===== config.mk =====
export PLATFORM = sky130hd
export DESIGN_NAME = mc_ctrl
export DESIGN_NICKNAME = d
export VERILOG_FILES = /design/src/rtl/mc_pkg.sv /design/src/rtl/mc_alu_dec.sv /design/src/rtl/mc_ctrl.sv
export SDC_FILE = /design/constraint.sdc
export NUM_CORES = 1
export LEC_CHECK = 0
export ABC_AREA = 1
export CAP_MARGIN = 5
export CORE_MARGIN = 4
export CORE_UTILIZATION = 30
export CTS_CLUSTER_SIZE = 16
export DETAILED_ROUTE_END_ITERATION = 10
export GPL_TIMING_DRIVEN = 1
export PLACE_DENSITY_LB_ADDON = 0.05
export SLEW_MARGIN = 0
export SYNTH_ARGS = -nofsm -noshare
export SYNTH_HDL_FRONTEND = slang
export SYNTH_SLANG_ARGS = --single-unit

===== constraint.sdc =====
create_clock -name clk -period 4.2 [get_ports clk]
set_clock_uncertainty 0.1 [all_clocks]
set_input_delay 0.63 -clock clk [delete_from_list [all_inputs] [get_ports clk]]
set_output_delay 0.63 -clock clk [all_outputs]
set_load 0.05 [all_outputs]

===== src/rtl/mc_pkg.sv =====
`default_nettype none
// +----------------------------------------------------------------------------+
// | Module      : mc_pkg                                                       |
// | Description : Shared constants for the multi-cycle MIPS control unit:      |
// |               state encoding, opcode/funct values, ALU_Control codes,      |
// |               datapath select codes and the per-state control bundle.      |
// | Revision    : 1.0 - initial release                                        |
// +----------------------------------------------------------------------------+
package mc_pkg;

  // FSM state encoding; the numeric values are visible on the debug port.
  typedef enum logic [3:0] {
    S_IF = 4'd0,
    S_ID = 4'd1,
    S_MA = 4'd2,
    S_MR = 4'd3,
    S_LW = 4'd4,
    S_MW = 4'd5,
    S_RX = 4'd6,
    S_RW = 4'd7,
    S_BR = 4'd8,
    S_JP = 4'd9,
    S_IX = 4'd10,
    S_IW = 4'd11,
    S_JL = 4'd12,
    S_JR = 4'd13
  } state_e;

  // Opcodes (IR[31:26])
  localparam logic [5:0] OP_RTYPE = 6'b000000;
  localparam logic [5:0] OP_J     = 6'b000010;
  localparam logic [5:0] OP_JAL   = 6'b000011;
  localparam logic [5:0] OP_BEQ   = 6'b000100;
  localparam logic [5:0] OP_BNE   = 6'b000101;
  localparam logic [5:0] OP_ADDI  = 6'b001000;
  localparam logic [5:0] OP_SLTI  = 6'b001010;
  localparam logic [5:0] OP_LW    = 6'b100011;
  localparam logic [5:0] OP_SW    = 6'b101011;

  // R-type funct codes (IR[5:0])
  localparam logic [5:0] FN_SRL = 6'b000010;
  localparam logic [5:0] FN_JR  = 6'b001000;
  localparam logic [5:0] FN_ADD = 6'b100000;
  localparam logic [5:0] FN_SUB = 6'b100010;
  localparam logic [5:0] FN_AND = 6'b100100;
  localparam logic [5:0] FN_OR  = 6'b100101;
  localparam logic [5:0] FN_XOR = 6'b100110;
  localparam logic [5:0] FN_NOR = 6'b100111;
  localparam logic [5:0] FN_SLT = 6'b101010;

  // ALU_Control codes
  localparam logic [2:0] ALU_AND = 3'b000;
  localparam logic [2:0] ALU_OR  = 3'b001;
  localparam logic [2:0] ALU_ADD = 3'b010;
  localparam logic [2:0] ALU_XOR = 3'b011;
  localparam logic [2:0] ALU_NOR = 3'b100;
  localparam logic [2:0] ALU_SRL = 3'b101;
  localparam logic [2:0] ALU_SUB = 3'b110;
  localparam logic [2:0] ALU_SLT = 3'b111;

  // Datapath select codes
  localparam logic [1:0] DST_RT       = 2'b00;
  localparam logic [1:0] DST_RD       = 2'b01;
  localparam logic [1:0] DST_RA       = 2'b10;
  localparam logic [1:0] MTR_ALUOUT   = 2'b00;
  localparam logic [1:0] MTR_MDR      = 2'b01;
  localparam logic [1:0] MTR_PC       = 2'b10;
  localparam logic [1:0] SRCB_RT      = 2'b00;
  localparam logic [1:0] SRCB_FOUR    = 2'b01;
  localparam logic [1:0] SRCB_IMM     = 2'b10;
  localparam logic [1:0] SRCB_IMM_SH2 = 2'b11;
  localparam logic [1:0] PCS_ALU      = 2'b00;
  localparam logic [1:0] PCS_ALUOUT   = 2'b01;
  localparam logic [1:0] PCS_JUMP     = 2'b10;
  localparam logic [1:0] PCS_RS       = 2'b11;

  // Registered control bundle. PC/IR enables are split into an unconditional
  // part and qualifier flags so the handshake/zero gating can be applied
  // combinationally after the register.
  typedef struct packed {
    logic       mem_read;
    logic       mem_write;
    logic       iord;
    logic       ir_write;   // qualified by MIO_ready
    logic       pcen;       // unconditional PC load
    logic       pcen_rdy;   // PC load qualified by MIO_ready
    logic       pcen_br;    // PC load qualified by the branch condition
    logic       br_ne;      // 1 = bne (take on ~zero)
    logic [1:0] regdst;
    logic [1:0] memtoreg;
    logic       regwrite;
    logic       alusrca;
    logic [1:0] alusrcb;
    logic [1:0] pcsource;
  } ctrl_t;

  // Control bundle for the fetch state; also the reset value.
  localparam ctrl_t CTRL_IF = '{
    mem_read: 1'b1,
    ir_write: 1'b1,
    pcen_rdy: 1'b1,
    alusrcb:  SRCB_FOUR,
    pcsource: PCS_ALU,
    default:  '0
  };

  // R-type functs that execute through RX/RW (jr is handled separately).
  function automatic logic rfun_valid(input logic [5:0] fun);
    logic v;
    v = 1'b0;
    case (fun)
      FN_ADD, FN_SUB, FN_AND, FN_OR, FN_XOR, FN_NOR, FN_SLT, FN_SRL: v = 1'b1;
      default: v = 1'b0;
    endcase
    return v;
  endfunction

endpackage
`default_nettype wire


===== src/rtl/mc_alu_dec.sv =====
`default_nettype none
// +----------------------------------------------------------------------------+
// | Module      : mc_alu_dec                                                   |
// | Description : Combinational ALU_Control decode from FSM state, opcode and  |
// |               funct.                                                       |
// | Ports       : state    in  4  FSM state the code is produced for           |
// |               opcode   in  6  IR[31:26]                                    |
// |               fun      in  6  IR[5:0]                                      |
// |               alu_ctrl out 3  ALU operation select                         |
// | Revision    : 1.0 - initial release                                        |
// +----------------------------------------------------------------------------+
module mc_alu_dec
  import mc_pkg::*;
(
  input  logic [3:0] state,
  input  logic [5:0] opcode,
  input  logic [5:0] fun,
  output logic [2:0] alu_ctrl
);

  always_comb begin
    alu_ctrl = ALU_AND;
    case (state)
      S_IF, S_ID, S_MA: alu_ctrl = ALU_ADD;
      S_RX: begin
        case (fun)
          FN_ADD:  alu_ctrl = ALU_ADD;
          FN_SUB:  alu_ctrl = ALU_SUB;
          FN_AND:  alu_ctrl = ALU_AND;
          FN_OR:   alu_ctrl = ALU_OR;
          FN_XOR:  alu_ctrl = ALU_XOR;
          FN_NOR:  alu_ctrl = ALU_NOR;
          FN_SLT:  alu_ctrl = ALU_SLT;
          FN_SRL:  alu_ctrl = ALU_SRL;
          default: alu_ctrl = ALU_ADD;  // unreachable: bad functs never reach RX
        endcase
      end
      S_BR: alu_ctrl = ALU_SUB;
      S_IX: alu_ctrl = (opcode == OP_SLTI) ? ALU_SLT : ALU_ADD;
      default: alu_ctrl = ALU_AND;
    endcase
  end

endmodule
`default_nettype wire


===== src/rtl/mc_ctrl.sv =====
`default_nettype none
// +----------------------------------------------------------------------------+
// | Module      : mc_ctrl                                                      |
// | Description : Multi-cycle MIPS control unit. Sequences the shared          |
// |               datapath through IF/ID/EX/MEM/WB and drives all selects and  |
// |               write enables. Memory states wait on MIO_ready.              |
// | Ports       : clk, rst_n (async, active-low)                               |
// |               OPcode, Fun, zero, MIO_ready        - inputs                 |
// |               PCEN, IorD, MemRead, MemWrite, CPU_MIO, IRWrite, RegDst,     |
// |               MemtoReg, RegWrite, ALUSrcA, ALUSrcB, ALU_Control,           |
// |               PCSource, state                     - outputs                |
// | Config      : MC_JAL_EN - decode jal/jr (states JL/JR)                     |
// | Revision    : 1.0 - initial release                                        |
// +----------------------------------------------------------------------------+
module mc_ctrl
  import mc_pkg::*;
(
  input  logic       clk,
  input  logic       rst_n,
  input  logic [5:0] OPcode,
  input  logic [5:0] Fun,
  input  logic       zero,
  input  logic       MIO_ready,
  output logic       PCEN,
  output logic       IorD,
  output logic       MemRead,
  output logic       MemWrite,
  output logic       CPU_MIO,
  output logic       IRWrite,
  output logic [1:0] RegDst,
  output logic [1:0] MemtoReg,
  output logic       RegWrite,
  output logic       ALUSrcA,
  output logic [1:0] ALUSrcB,
  output logic [2:0] ALU_Control,
  output logic [1:0] PCSource,
  output logic [3:0] state
);

  state_e     state_d, state_q;
  ctrl_t      ctrl_d, ctrl_q;
  logic [2:0] alu_ctrl_d, alu_ctrl_q;

  // Next-state logic
  always_comb begin
    state_d = S_IF;
    case (state_q)
      S_IF: state_d = MIO_ready ? S_ID : S_IF;
      S_ID: begin
        case (OPcode)
          OP_LW, OP_SW:    state_d = S_MA;
          OP_RTYPE: begin
            if (rfun_valid(Fun)) begin
              state_d = S_RX;
`ifdef MC_JAL_EN
            end else if (Fun == FN_JR) begin
              state_d = S_JR;
`endif
            end else begin
              state_d = S_IF;
            end
          end
          OP_BEQ, OP_BNE:  state_d = S_BR;
          OP_J:            state_d = S_JP;
          OP_ADDI, OP_SLTI: state_d = S_IX;
`ifdef MC_JAL_EN
          OP_JAL:          state_d = S_JL;
`endif
          default:         state_d = S_IF;
        endcase
      end
      S_MA: state_d = (OPcode == OP_LW) ? S_MR : S_MW;
      S_MR: state_d = MIO_ready ? S_LW : S_MR;
      S_MW: state_d = MIO_ready ? S_IF : S_MW;
      S_RX: state_d = S_RW;
      S_IX: state_d = S_IW;
      default: state_d = S_IF;  // single-cycle states, and unreachable codes
    endcase
  end

  // Control decode of the next state, so the registered outputs line up
  // with the state register (Moore behaviour, glitch-free strobes).
  always_comb begin
    ctrl_d = '0;
    case (state_d)
      S_IF: ctrl_d = CTRL_IF;
      S_ID: ctrl_d.alusrcb = SRCB_IMM_SH2;
      S_MA: begin
        ctrl_d.alusrca = 1'b1;
        ctrl_d.alusrcb = SRCB_IMM;
      end
      S_MR: begin
        ctrl_d.mem_read = 1'b1;
        ctrl_d.iord     = 1'b1;
      end
      S_LW: begin
        ctrl_d.regwrite = 1'b1;
        ctrl_d.regdst   = DST_RT;
        ctrl_d.memtoreg = MTR_MDR;
      end
      S_MW: begin
        ctrl_d.mem_write = 1'b1;
        ctrl_d.iord      = 1'b1;
      end
      S_RX: begin
        ctrl_d.alusrca = 1'b1;
        ctrl_d.alusrcb = SRCB_RT;
      end
      S_RW: begin
        ctrl_d.regwrite = 1'b1;
        ctrl_d.regdst   = DST_RD;
        ctrl_d.memtoreg = MTR_ALUOUT;
      end
      S_BR: begin
        // OPcode is stable from ID onward, so the polarity is captured here.
        ctrl_d.alusrca  = 1'b1;
        ctrl_d.alusrcb  = SRCB_RT;
        ctrl_d.pcsource = PCS_ALUOUT;
        ctrl_d.pcen_br  = 1'b1;
        ctrl_d.br_ne    = (OPcode == OP_BNE);
      end
      S_JP: begin
        ctrl_d.pcen     = 1'b1;
        ctrl_d.pcsource = PCS_JUMP;
      end
      S_IX: begin
        ctrl_d.alusrca = 1'b1;
        ctrl_d.alusrcb = SRCB_IMM;
      end
      S_IW: begin
        ctrl_d.regwrite = 1'b1;
        ctrl_d.regdst   = DST_RT;
        ctrl_d.memtoreg = MTR_ALUOUT;
      end
`ifdef MC_JAL_EN
      S_JL: begin
        ctrl_d.regwrite = 1'b1;
        ctrl_d.regdst   = DST_RA;
        ctrl_d.memtoreg = MTR_PC;
        ctrl_d.pcen     = 1'b1;
        ctrl_d.pcsource = PCS_JUMP;
      end
      S_JR: begin
        ctrl_d.pcen     = 1'b1;
        ctrl_d.pcsource = PCS_RS;
      end
`endif
      default: ctrl_d = '0;
    endcase
  end

  mc_alu_dec u_alu_dec (
    .state    (state_d),
    .opcode   (OPcode),
    .fun      (Fun),
    .alu_ctrl (alu_ctrl_d)
  );

  always_ff @(posedge clk or negedge rst_n) begin
    if (!rst_n) begin
      state_q    <= S_IF;
      ctrl_q     <= CTRL_IF;
      alu_ctrl_q <= ALU_ADD;
    end else begin
      state_q    <= state_d;
      ctrl_q     <= ctrl_d;
      alu_ctrl_q <= alu_ctrl_d;
    end
  end

  // Only the handshake and branch qualifiers are combinational.
  assign PCEN        = ctrl_q.pcen
                     | (ctrl_q.pcen_rdy & MIO_ready)
                     | (ctrl_q.pcen_br & (zero ^ ctrl_q.br_ne));
  assign IRWrite     = ctrl_q.ir_write & MIO_ready;
  assign IorD        = ctrl_q.iord;
  assign MemRead     = ctrl_q.mem_read;
  assign MemWrite    = ctrl_q.mem_write;
  assign CPU_MIO     = ctrl_q.mem_read | ctrl_q.mem_write;
  assign RegDst      = ctrl_q.regdst;
  assign MemtoReg    = ctrl_q.memtoreg;
  assign RegWrite    = ctrl_q.regwrite;
  assign ALUSrcA     = ctrl_q.alusrca;
  assign ALUSrcB     = ctrl_q.alusrcb;
  assign ALU_Control = alu_ctrl_q;
  assign PCSource    = ctrl_q.pcsource;
  assign state       = state_q;

endmodule
`default_nettype wire


== Word-level counts from Yosys, hierarchy flattened ==
Cells that the tools add are included.

* Equal/unequal tests: 32
* Mux-type cells: 23
* Bitwise operators: 6
* Reductions and logical operators: 12

{| class="wikitable"
|+ Operators by type and width
! kind !! number
|-
| $eq A6 B6 Y1 const B || 9
|-
| $pmux W4 S7 || 1
|-
| $eq A4 B3 Y1 const B || 6
|-
| $pmux W3 S7 || 1
|-
| $eq A4 B4 Y1 const B || 5
|-
| $pmux W4 S5 || 1
|-
| $eq A4 B2 Y1 const B || 4
|-
| $mux W3 || 5
|-
| $eq A6 B2 Y1 const B || 2
|-
| $eq A6 B3 Y1 const B || 2
|-
| $eq A6 B4 Y1 const B || 2
|-
| $pmux W3 S4 || 1
|-
| $pmux W4 S3 || 1
|-
| $reduce_or A2 Y1 || 6
|-
| $mux W1 || 10
|-
| $eq A4 B1 Y1 const B || 2
|-
| $logic_not A4 Y1 || 2
|-
| $reduce_or A8 Y1 || 1
|-
| $logic_not A6 Y1 || 1
|-
| $pmux W2 S3 || 1
|-
| $pmux W2 S2 || 1
|-
| $reduce_or A4 Y1 || 1
|-
| $or A1 B1 Y1 || 3
|-
| $reduce_or A3 Y1 || 1
|-
| 3 further kinds || 4
|}

* Flip-flop bits (word level): 24

== Logic depth before layout (Yosys ltp) ==
* Depth in word-level cells: 11
* Gate-level depth with buffers: 10

== By module ==
From an unflattened synthesis, not the netlist that was laid out.

* Cells, all modules: 205
* Area total of the unflattened synthesis: 1,351.3 um2

{| class="wikitable"
|+ By module, submodules not included
! module !! times used !! cells an instance !! area each (um2)
|-
| mc_ctrl || 1 || 150 || 1,107.3
|-
| mc_alu_dec || 1 || 55 || 244.0
|}

== Least setup slack after synthesis ==
OpenSTA, ideal clock, no wires.

* Path type: input to output
* Start: input MIO_ready
* End: output PCEN
* Data arrival time: 1,415 ps
* Required time: 3,470 ps
* Path slack: 2,055 ps
* Cell stages on the path: 3
* Buffers on the path: 0
* Path through: nand2_1 -> inv_1 -> a211o_1

* Cells in the longest elaborated chain, start to end: 3

{| class="wikitable"
|+ Ends and longest elaborated chain
! element !! RTL line !! text
|-
| from (decl) || mc_ctrl.sv:23 || <nowiki>input logic MIO_ready,</nowiki>
|-
| $and A1 B1 Y1 || n/a ||
|-
| named net IRWrite || mc_ctrl.sv:29 || <nowiki>output logic IRWrite,</nowiki>
|-
| $or A1 B1 Y1 || mc_ctrl.sv:173 || <nowiki>| (ctrl_q.pcen_rdy & MIO_ready)</nowiki>
|-
| $or A1 B1 Y1 || mc_ctrl.sv:174 || <nowiki>| (ctrl_q.pcen_br & (zero ^ ctrl_q.br_ne));</nowiki>
|-
| to (decl) || mc_ctrl.sv:24 || <nowiki>output logic PCEN,</nowiki>
|}

The timed path passes the listed nets, and every way through them passes these cells.

== Worst setup path after layout ==
* Start: input MIO_ready
* End: output PCEN

* Cells in the longest elaborated chain, start to end: 3

{| class="wikitable"
|+ Ends and longest elaborated chain
! element !! RTL line
|-
| $and A1 B1 Y1 || n/a
|-
| $or A1 B1 Y1 || mc_ctrl.sv:173
|-
| $or A1 B1 Y1 || mc_ctrl.sv:174
|}

Every way passes these cells.

==> metrics.cfg <==
[finish]
syn_to_final_growth_pct = 31.9
antenna_cells = 0
stdcell_area_um2 = 1710
final_nets = 216
final_common_cell = clkdlybuf4s50_1
final_cell_mix = clkdlybuf4s50_1 (36), inv_1 (27), nand2_1 (26)
drive_above_1_share_pct = 20.1

[placement]
gp_congestion = 0.833
io_buffer_count = 36
dpl_cell_area_um2 = 1660
hpwl_mm = 2.21

[die]
die_y_um = 73.7
fp.dieArea_um2 = 5430
initial_core_util_pct = 31.7
row_count = 23
die_w_um = 73.7
core-area_um2 = 4090
ios = 39

[drt]
route.final.wire_length_mm = 2.61
via_per_inst = 4.37
remaining_drc_errors = 0
drtIter0Drc = 40
firstDrtPassIters = 4
vias = 1087
wire_per_inst_um = 10.5
drtAntennaViolNets = 0

[yosys]
syn_area_um2 = 1290
syn_inst = 166
synth_top_flop_cell = dfrtp_1
ys_ff_latch = 21
synth_cell_types = 28
ys_warn_count = 0
syn_area_per_cell_um2 = 7.79
async_flop_share_pct = 100
ys_seq_area_share_pct = 41.0
synth_edf_count = 0

[hold_path]
hold_start = state[3]
worstHoldPathType = flip-flop to flip-flop
hold_depth = 3
worstHoldEndpoint = RegDst[0]

[setup_path]
required_ps = 3470
crit_fanout = 4
critPathLaunchType = input pin
r2r_slack_ps = 2630
worstSetupPathType = input pin to primary output
cp-end-kind = primary output
reg2reg_depth = 10
worstPathArrival_ps = 2230
rr_endpoint = ALU_Control[2]
reg2reg_from = state[0]
startpoint = MIO_ready

[timing]
hold_viol = 0
finalMaxSlewViolations = 0
fin_tns_setup_ps = 0
relSlewSlack_pct = 39.3
tightest_slew_ps = 908
rsz0062_at_grt = false
whs_ps = 571
fmax_mhz = 338
fin_crit_ps = 2960
setup_viol = 0
min_period_over_period_pct = 70.4

[status]
status = completed

[clocking]
cts.path.max_buffers = 2
cts_sinks = 21
path_clk_slew_ps = 80
cts_tree = built
cts_buffers = 3
cts_root_buf = clkbuf_8
post_cts_buffers = 0
cts_resized = 0
insertion_delay_ps = 260
h-tree-depth = 1
hold_buffers = 0

[power_and_ir_drop]
power_leakage_nw = 0.924
power_density_nw_per_um2 = 306
peakVddDrop_v = 0.000108

[grt]
grt-ovfl-total = 0
grt_max_degree = 22
grt_pass1_wl_mm = 4.66
antenna_found_initial = 0
grt_pass1_vias = 1087
grt_use_total_pct = 11.1

[job]
maxCapViolations = 0

[per-stage QoR]
step / worst slack (ps) / power (mW) / instances / util [%]
2_1_floorplan: 2050 / 0.345 / 167 / -
3_3_place_gp: 1250 / 0.398 / 245 / 40.6
3_5_place_dp: 1240 / 0.400 / 245 / 40.6
4_1_cts: 1240 / 0.530 / 249 / 41.8
5_1_grt: 1200 / 0.553 / 249 / 41.8
6_report: 1240 / 0.522 / 249 / 41.8
[layout make-up]
cell class              instances  area (µm²)
fillers                       426        2380
multi-input cells             104         579
flip-flops and latches         21         531
repair buffers                 36         360
inverters                      34         128
well taps                      50        62.6
clock buffers                   3        41.3
clock inverters                 1        5.00
[layer usage]
metal  track usage [%]  share of wire [%]
met5                 0                  0
met4              6.04                2.3
met3              1.50                5.4
met2              19.8                 49
met1              12.8                 44
[worst max-delay path by stage]
stage | slack (ps) | depth (start not counted) | endpoint
floorplan | 2050 | 3 | PCEN
global placement | 1250 | 5 | PCEN
detailed placement | 1240 | 5 | PCEN
CTS | 1240 | 5 | PCEN
global route | 1200 | 5 | PCEN
finish | 1240 | 5 | PCEN
[Yosys cell counts, types with 4 or more instances]
cell type | instances | share of area [%]
nor2_1 | 18 | 5.2
dfstp_2 | 4 | 8.1
o21ai_0 | 5 | 1.9
nor2_2 | 4 | 1.9
nand4_1 | 5 | 2.4
inv_2 | 7 | 2.0
nand2_2 | 4 | 1.9
dfrtp_1 | 17 | 33
nand2_1 | 26 | 7.5
nand3_1 | 15 | 5.8
nand3_2 | 5 | 3.9
buf_4 | 8 | 4.6
inv_1 | 27 | 7.8
[critical path: stages]
cell and delay, ps:
clkdlybuf4s50_1 550, nand2_1 70, inv_1 80, a211o_1 90, clkdlybuf4s50_1 800
[power by group]
part           switching, mW  internal [mW]
clock                 0.0624         0.0660
sequential           0.00769          0.218
combinational          0.110         0.0584
[sequential cells by signal (all words and copies together), names as in the netlist]
name / cells
ctrl_q: 4
state: 4
ALU_Control: 3
ALUSrcB: 2
ALUSrcA: 1
IorD: 1
MemRead: 1
MemWrite: 1
MemtoReg: 1
PCSource: 1
RegDst: 1
RegWrite: 1
[cell families after synthesis]
kind of cell / share of synthesized area (%)
AOI/OAI and AO/OA: 7.93
xor gates and xnor gates: 0.677
buffers and inverters: 14.5
DFF: 41.0
other: 0.290
and+or+nand+nor: 35.6
Power figures use the tool's default switching activity.
